<file path="config.mk">
export PLATFORM = sky130hd
export DESIGN_NAME = par2ser
export DESIGN_NICKNAME = d
export VERILOG_FILES = /design/src/rtl/par2ser.sv
export SDC_FILE = /design/constraint.sdc
export NUM_CORES = 1
export LEC_CHECK = 0
export ABC_AREA = 1
export CAP_MARGIN = 40
export CORE_MARGIN = 2
export CORE_UTILIZATION = 59
export CTS_CLUSTER_DIAMETER = 40
export DETAILED_ROUTE_END_ITERATION = 6
export PLACE_DENSITY = 0.91
export SLEW_MARGIN = 20
export SYNTH_ARGS = -nofsm -noshare
export SYNTH_HDL_FRONTEND = slang
export SYNTH_SLANG_ARGS = --single-unit
</file>
<file path="constraint.sdc">
create_clock -name clk -period 5.35 [get_ports clk]
set_clock_uncertainty 0.2 [all_clocks]
set_input_delay 0.535 -clock clk [delete_from_list [all_inputs] [get_ports clk]]
set_output_delay 0.535 -clock clk [all_outputs]
set_load 0.02 [all_outputs]
</file>
<file path="src/rtl/par2ser.sv">
// Parallel-to-serial transmitter: DATA_W-bit words in over valid/ready, out MSB-first one bit
// per enabled clock, with a one-word holding buffer so consecutive words stream gaplessly.
module par2ser #(
    parameter int DATA_W = 32
) (
    input  logic              clk,
    input  logic              rst,
    input  logic [DATA_W-1:0] in_data,
    input  logic              in_val,
    output logic              in_rdy,
    input  logic              tx_en,
    output logic              tx_data,
    output logic              tx_val,
    output logic              tx_last,
    output logic              busy
);

    localparam int CNT_W = (DATA_W > 1) ? $clog2(DATA_W) : 1;
    localparam logic [CNT_W-1:0] CNT_LAST = CNT_W'(DATA_W - 1);
    localparam logic [CNT_W-1:0] CNT_ZERO = CNT_W'(0);
    localparam logic [CNT_W-1:0] CNT_ONE  = CNT_W'(1);

    logic              hold_vld_r;
    logic [DATA_W-1:0] hold_data_r;
    logic              sh_vld_r;
    logic [DATA_W-1:0] sh_data_r;
    logic [CNT_W-1:0]  cnt_r;

    logic              hold_vld_s;
    logic [DATA_W-1:0] hold_data_s;
    logic              sh_vld_s;
    logic [DATA_W-1:0] sh_data_s;
    logic [CNT_W-1:0]  cnt_s;

    logic              tx_val_s;
    logic              tx_last_s;
    logic              accept_s;
    logic              load_s;

    // Handshake and strobe decode; in_rdy depends on registered state only.
    always_comb begin
        tx_val_s  = sh_vld_r & tx_en;
        tx_last_s = tx_val_s & (cnt_r == CNT_LAST);
        accept_s  = in_val & ~hold_vld_r;
        // The shifter is free when idle or emitting its final bit, so a held word loads gaplessly.
        load_s    = hold_vld_r & (~sh_vld_r | tx_last_s);
    end

    // Next-state for the holding buffer and the shifter.
    always_comb begin
        hold_vld_s  = hold_vld_r;
        hold_data_s = hold_data_r;
        sh_vld_s    = sh_vld_r;
        sh_data_s   = sh_data_r;
        cnt_s       = cnt_r;

        // Accept needs an empty buffer and load needs a full one, so they never coincide.
        if (accept_s) begin
            hold_data_s = in_data;
            hold_vld_s  = 1'b1;
        end else if (load_s) begin
            hold_vld_s  = 1'b0;
        end else begin
            hold_vld_s  = hold_vld_r;
        end

        if (load_s) begin
            sh_data_s = hold_data_r;
            sh_vld_s  = 1'b1;
            cnt_s     = CNT_ZERO;
        end else if (tx_last_s) begin
            sh_vld_s  = 1'b0;
            cnt_s     = CNT_ZERO;
        end else if (tx_val_s) begin
            sh_data_s = {sh_data_r[DATA_W-2:0], 1'b0};
            cnt_s     = cnt_r + CNT_ONE;
        end else begin
            sh_data_s = sh_data_r;
            cnt_s     = cnt_r;
        end
    end

    // State registers; reset discards both the partial and the held word.
    always_ff @(posedge clk or negedge rst) begin
        if (!rst) begin
            hold_vld_r  <= 1'b0;
            hold_data_r <= {DATA_W{1'b0}};
            sh_vld_r    <= 1'b0;
            sh_data_r   <= {DATA_W{1'b0}};
            cnt_r       <= CNT_ZERO;
        end else begin
            hold_vld_r  <= hold_vld_s;
            hold_data_r <= hold_data_s;
            sh_vld_r    <= sh_vld_s;
            sh_data_r   <= sh_data_s;
            cnt_r       <= cnt_s;
        end
    end

    assign in_rdy  = ~hold_vld_r;
    assign tx_data = sh_data_r[DATA_W-1];
    assign tx_val  = tx_val_s;
    assign tx_last = tx_last_s;
    assign busy    = hold_vld_r | sh_vld_r;

endmodule

</file>
=== Yosys cells after proc, flatten, opt, wreduce, memory -nomap -nowiden ===
Index checks and enable logic that the tools add are counted.

* Output and inout bits: 5
* Bits of input ports: 36
* Bits in registers: 71
* Logic and storage cells: 31

* Eq/ne operators: 2
* Add/subtract/negate cells: 1
* Reductions and logical operators: 5
* Muxes and demuxes: 10
* Bitwise operators: 8

{| class="wikitable"
|+ Operators by type and width
! kind !! number
|-
| $mux 32 || 3
|-
| $mux 5 || 3
|-
| $reduce_bool 2->1 || 3
|-
| $add 5x1->5 const B || 1
|-
| $eq 5x5->1 const B || 1
|-
| $and 1x1->1 || 4
|-
| $mux 1 || 4
|-
| $reduce_bool 3->1 || 1
|-
| $ne 2x1->1 const B || 1
|-
| $not 1->1 || 2
|-
| $or 1x1->1 || 2
|-
| $reduce_and 2->1 || 1
|}

=== Longest topological paths before layout ===
* Word-level depth: 6
* Gate-level depth with buffers: 11
* Gate-level depth less buffers: 10

=== Worst setup path after synthesis ===
No wires, ideal clock.

* Kind: reg-to-reg
* Start point: register cnt_r[0]
* End point: register sh_data_r[23]
* Cell stages (with the launch flop): 12
* Path buffers: 1
* Data required time: 5.032 ns
* Path slack: 3.497 ns
* Period minus slack after synthesis: 1.853 ns
* Setup time: 0.118 ns
* Arrival time: 1.535 ns
* Cells stage by stage: dfrtp_1 > ha_1 > nand2_1 > nor2_1 > ha_1 > nand3_1 > nand2_1 > nand2_2 > buf_2 > nand2_1 > nand3_1 > nand2_1

* Cells in the longest elaborated chain, start to end: 6
* Elaborated cells on any way between the ends: 8
* Those cells by class: eq/ne: 2; mux: 1; bitwise: 3; reduce/logical: 2

{| class="wikitable"
|+ Ends and longest elaborated chain
! item !! RTL line !! text
|-
| start: declaration || 27 || <nowiki>logic [CNT_W-1:0] cnt_r;</nowiki>
|-
| start signal: assignment || 96 || <nowiki>cnt_r <= cnt_s;</nowiki>
|-
| $eq 5x5->1 (*) || 43 || <nowiki>tx_last_s = tx_val_s & (cnt_r == CNT_LAST);</nowiki>
|-
| $and 1x1->1 (*) || 43 ||
|-
| $or 1x1->1 || 46 || <nowiki>load_s = hold_vld_r & (~sh_vld_r | tx_last_s);</nowiki>
|-
| $and 1x1->1 || 46 ||
|-
| $ne 2x1->1 (no line) / $reduce_bool 2->1 (equally long branches) || n/a ||
|-
| $reduce_and 2->1 (no line) || n/a ||
|-
| end signal: assignment || 89 || <nowiki>sh_data_r <= {DATA_W{1'b0}};</nowiki>
|-
| end signal: assignment || 95 || <nowiki>sh_data_r <= sh_data_s;</nowiki>
|-
| end: declaration || 26 || <nowiki>logic [DATA_W-1:0] sh_data_r;</nowiki>
|}

Mark *: on every way between the ends. The rest lies on a longest branch, timed or not.
A chain may end at the register's enable or synchronous reset.

=== Worst setup path after layout ===
* Start point: register cnt_r[1]
* End point: output port tx_last

* Cells in the longest elaborated chain, start to end: 2

{| class="wikitable"
|+ Ends and longest elaborated chain
! item !! RTL line !! text
|-
| $eq 5x5->1 || 43 ||
|-
| $and 1x1->1 || 43 ||
|-
| end: declaration || 14 || <nowiki>output logic tx_last,</nowiki>
|}

No other way between the ends.

==> results.ini <==
[layout]
area_growth_syn_to_layout_pct=20.2
sequential_cell_area_sq_mm=0.00178
antenna_diode_count=0
nFillCells=405
drive_above_1_share_pct=5.63
nets=495
multi_input_comb_area_sq_mm=0.00113

[clock_network]
clk_pin_slew_worst_paths_ns=0.08
worstSkewPairLatency_ns=0.36
tritoncts.num_buffers=9
tritoncts=yes
post_cts_hold_buffer_count=1
cts.repair_timing.setup_buffer_count=0
htree_num_levels=3
cts.sink_count=71
cts.root.buffer_cell=sky130_fd_sc_hd__clkbuf_8
clock_path_buffers=2
postCtsResizedCells=0

[sta]
post-route-min-period_ns=2.82
postLayoutSetupSlackWorst_ns=2.53
setup_total_negative_slack_ns=0
timing.slew.headroom_pct=58.5
fmax_mhz=354
timing_hold_violations_final=0
rsz_0062_raised_after_global_routing=no
final_period_utilization_pct=52.7
worst-slew-pin-transition_ns=0.623
timing_max_transition_violations_final=0
finalSetupViolCount=0

[global_route]
grt_most_used_layer=met2
use_met1_pct=28.7
largest_net_degree_at_the_start_of_global_routing=53
groute.layer.met3.usage_pct=6.14
gr-usage-met2_pct=40.1
grtUsageTotal_pct=23.6
grt_antenna_before_repair=0
globalRoute.totalOverflow=0
first_global_vias=2684
grt_first_pass_wirelength_mm=11.4

[worst_setup_path]
cp-startpoint=cnt_r[1]
timing.reg2reg.setup_slack_ns=2.57
reg2reg_from=cnt_r[1]
critical_path_class=flop to output pin
crit_path_start_kind=flop
crit_required_ns=4.62
critical_path.most_common_cell=sky130_fd_sc_hd__ha_1
rr_endpoint=sh_data_r[16]
crit_path_max_incr_delay_ns=0.59
crit_path_end_kind=output pin
crit_path_top_delay_cell=sky130_fd_sc_hd__clkdlybuf4s50_1
critical_path.max_fanout=3
timing.critical_path.arrival_ns=2.09
crit_path_cell_trace=ha_1 > nand2_1 > nor2_1 > ha_1 > nand3_1 > inv_1 > clkdlybuf4s50_1
rr_worst_depth=11

[yosys]
average_size_of_a_mapped_cell_sq_um=7.81
synth_nets=460
yosys_most_used_dff=sky130_fd_sc_hd__dfrtp_1
synth_seq_cells=71
library_cell_occupying_the_most_area_in_the_post_synthesis_netlist=sky130_fd_sc_hd__dfrtp_1
yosysMostFrequentCell=sky130_fd_sc_hd__nand2_1
yosys.cell_types.count=16
post_synth_main_area_contributors=sky130_fd_sc_hd__dfrtp_1 54%, sky130_fd_sc_hd__nand2_1 13%, sky130_fd_sc_hd__nand3_1 10%, sky130_fd_sc_hd__inv_1 8.1%, sky130_fd_sc_hd__a21oi_1 5.0%
syn-instance-count=422
synth-edff-count=0
netlist.area_leader.share_pct=53.9
yosys_warnings=0
synth_area_sq_mm=0.00330
synth_top_cells_by_count=110 x sky130_fd_sc_hd__nand2_1, 71 x sky130_fd_sc_hd__dfrtp_1, 71 x sky130_fd_sc_hd__inv_1, 67 x sky130_fd_sc_hd__nand3_1, 37 x sky130_fd_sc_hd__nor2_1
ys_async_sr_fraction_pct=100
synth.yosys.seq_area_share_pct=53.9

[worst_hold_path]
min-delay-start=sh_data_r[19]
hold-path-cell-count=2
timing.hold.worst.class=flop to flop
hold_path_end=sh_data_r[19]

[die]
start_util_pct=60.6
core_sq_mm=0.00544
die_area_sq_mm=0.00620
dieWidth_microns=78.7
io-pin-count=41
floorplan.die.height_microns=78.7
std_cell_rows=27

[place]
place_congestion=0.757
post_place_setup_slack_ns=2.42
place.port_buffers=40
detailed_place_hpwl_mm=4.33

[detailed_routing]
dr.first_iter.drc_count=218
ant_nets=0
route.detailed.vias_per_inst=5.06
drt_drc_violations_left=0
avgRoutedWirePerCell_microns=12.2
drt_pass1_iterations=4
finalWirelength_mm=6.52
vias=2700

[power_and_ir_drop]
powerDensity_mw_per_mm2=390
cellLeakagePower_nw=2.17
power.ir.vdd_worst_mv=0.225

[job]
maxCapViolations=0

[run_status]
run_status=finished, final reports clean

## registers in the layout, indices dropped and copies added (netlist names)
signal       flops
sh_vld_r         1
cnt_r            5
hold_data_r     32
sh_data_r       32
hold_vld_r       1
## stage by stage
step / std cells / hold WS (ns) / instance area, sq um / util [%] / total power [W]
5_1_grt: 534 / 0.295 / 3960 / 72.8 / 0.00165
2_1_floorplan: 422 / 0.0394 / 3300 / - / 0.00103
3_5_place_dp: 516 / 0.266 / 3750 / 68.9 / 0.00116
4_1_cts: 533 / 0.286 / 3930 / 72.3 / 0.00155
3_3_place_gp: 512 / 0.262 / 3670 / 67.5 / 0.00112
6_report: 534 / 0.279 / 3960 / 72.8 / 0.00155
## worst max path at each step
stage,slack [ns],to
6_report,2.53,tx_last
5_1_grt,2.28,sh_data_r[12]
4_1_cts,2.47,sh_data_r[30]
3_5_place_dp,2.42,sh_data_r[30]
3_3_place_gp,2.20,sh_data_r[5]
2_1_floorplan,3.50,sh_data_r[23]
## cells by family after synthesis
logic type,share of synthesized area [%]
simple gates,27.3
buf+inv,11.8
flops,53.9
compound gates,6.15
fa+ha+maj,0.759
## area by class of cell
cell class                 count  share of cell area, %
sequential                    71                   44.9
multi-input combinational    256                   28.6
timing repair buffer          47                   13.1
inverter                      72                   6.82
clock buffer                  12                   3.92
tap                           72                   2.27
clock inverter                 4                  0.505
## where the power goes
part | switching (W) | internal (W) | total (W)
clock network | 0.000200 | 0.000191 | 0.000390
registers | 0.0000759 | 0.000712 | 0.000788
logic | 0.000219 | 0.000148 | 0.000367
## cell usage in the layout (no fill, tap or decap), drive strengths merged, types with 3 or more instances in the layout
cell           Yosys  routed
nand2            111     111
inv               72      72
dfrtp             71      71
nand3             67      67
clkdlybuf4s50      0      39
nor2              37      37
a21oi             34      34
clkbuf             4      12
buf               19       7
clkinv             0       4
o21ai              3       3
## worst max-delay path: cells and delay by family (launching register included)
kind	cells	cell delay [ns]
fa+ha+maj	2	0.39
buf+inv	2	0.66
simple gates	3	0.28
flops	1	0.40
## metal layers
layer | up-vias | wire, microns
met1 | 1283 | 2870
met3 | 14 | 214
met4 | 0 | 155
met5 | - | 0
met2 | 44 | 3280
li1 | 1359 | -
Note: power is estimated with default switching activity, not from simulation.
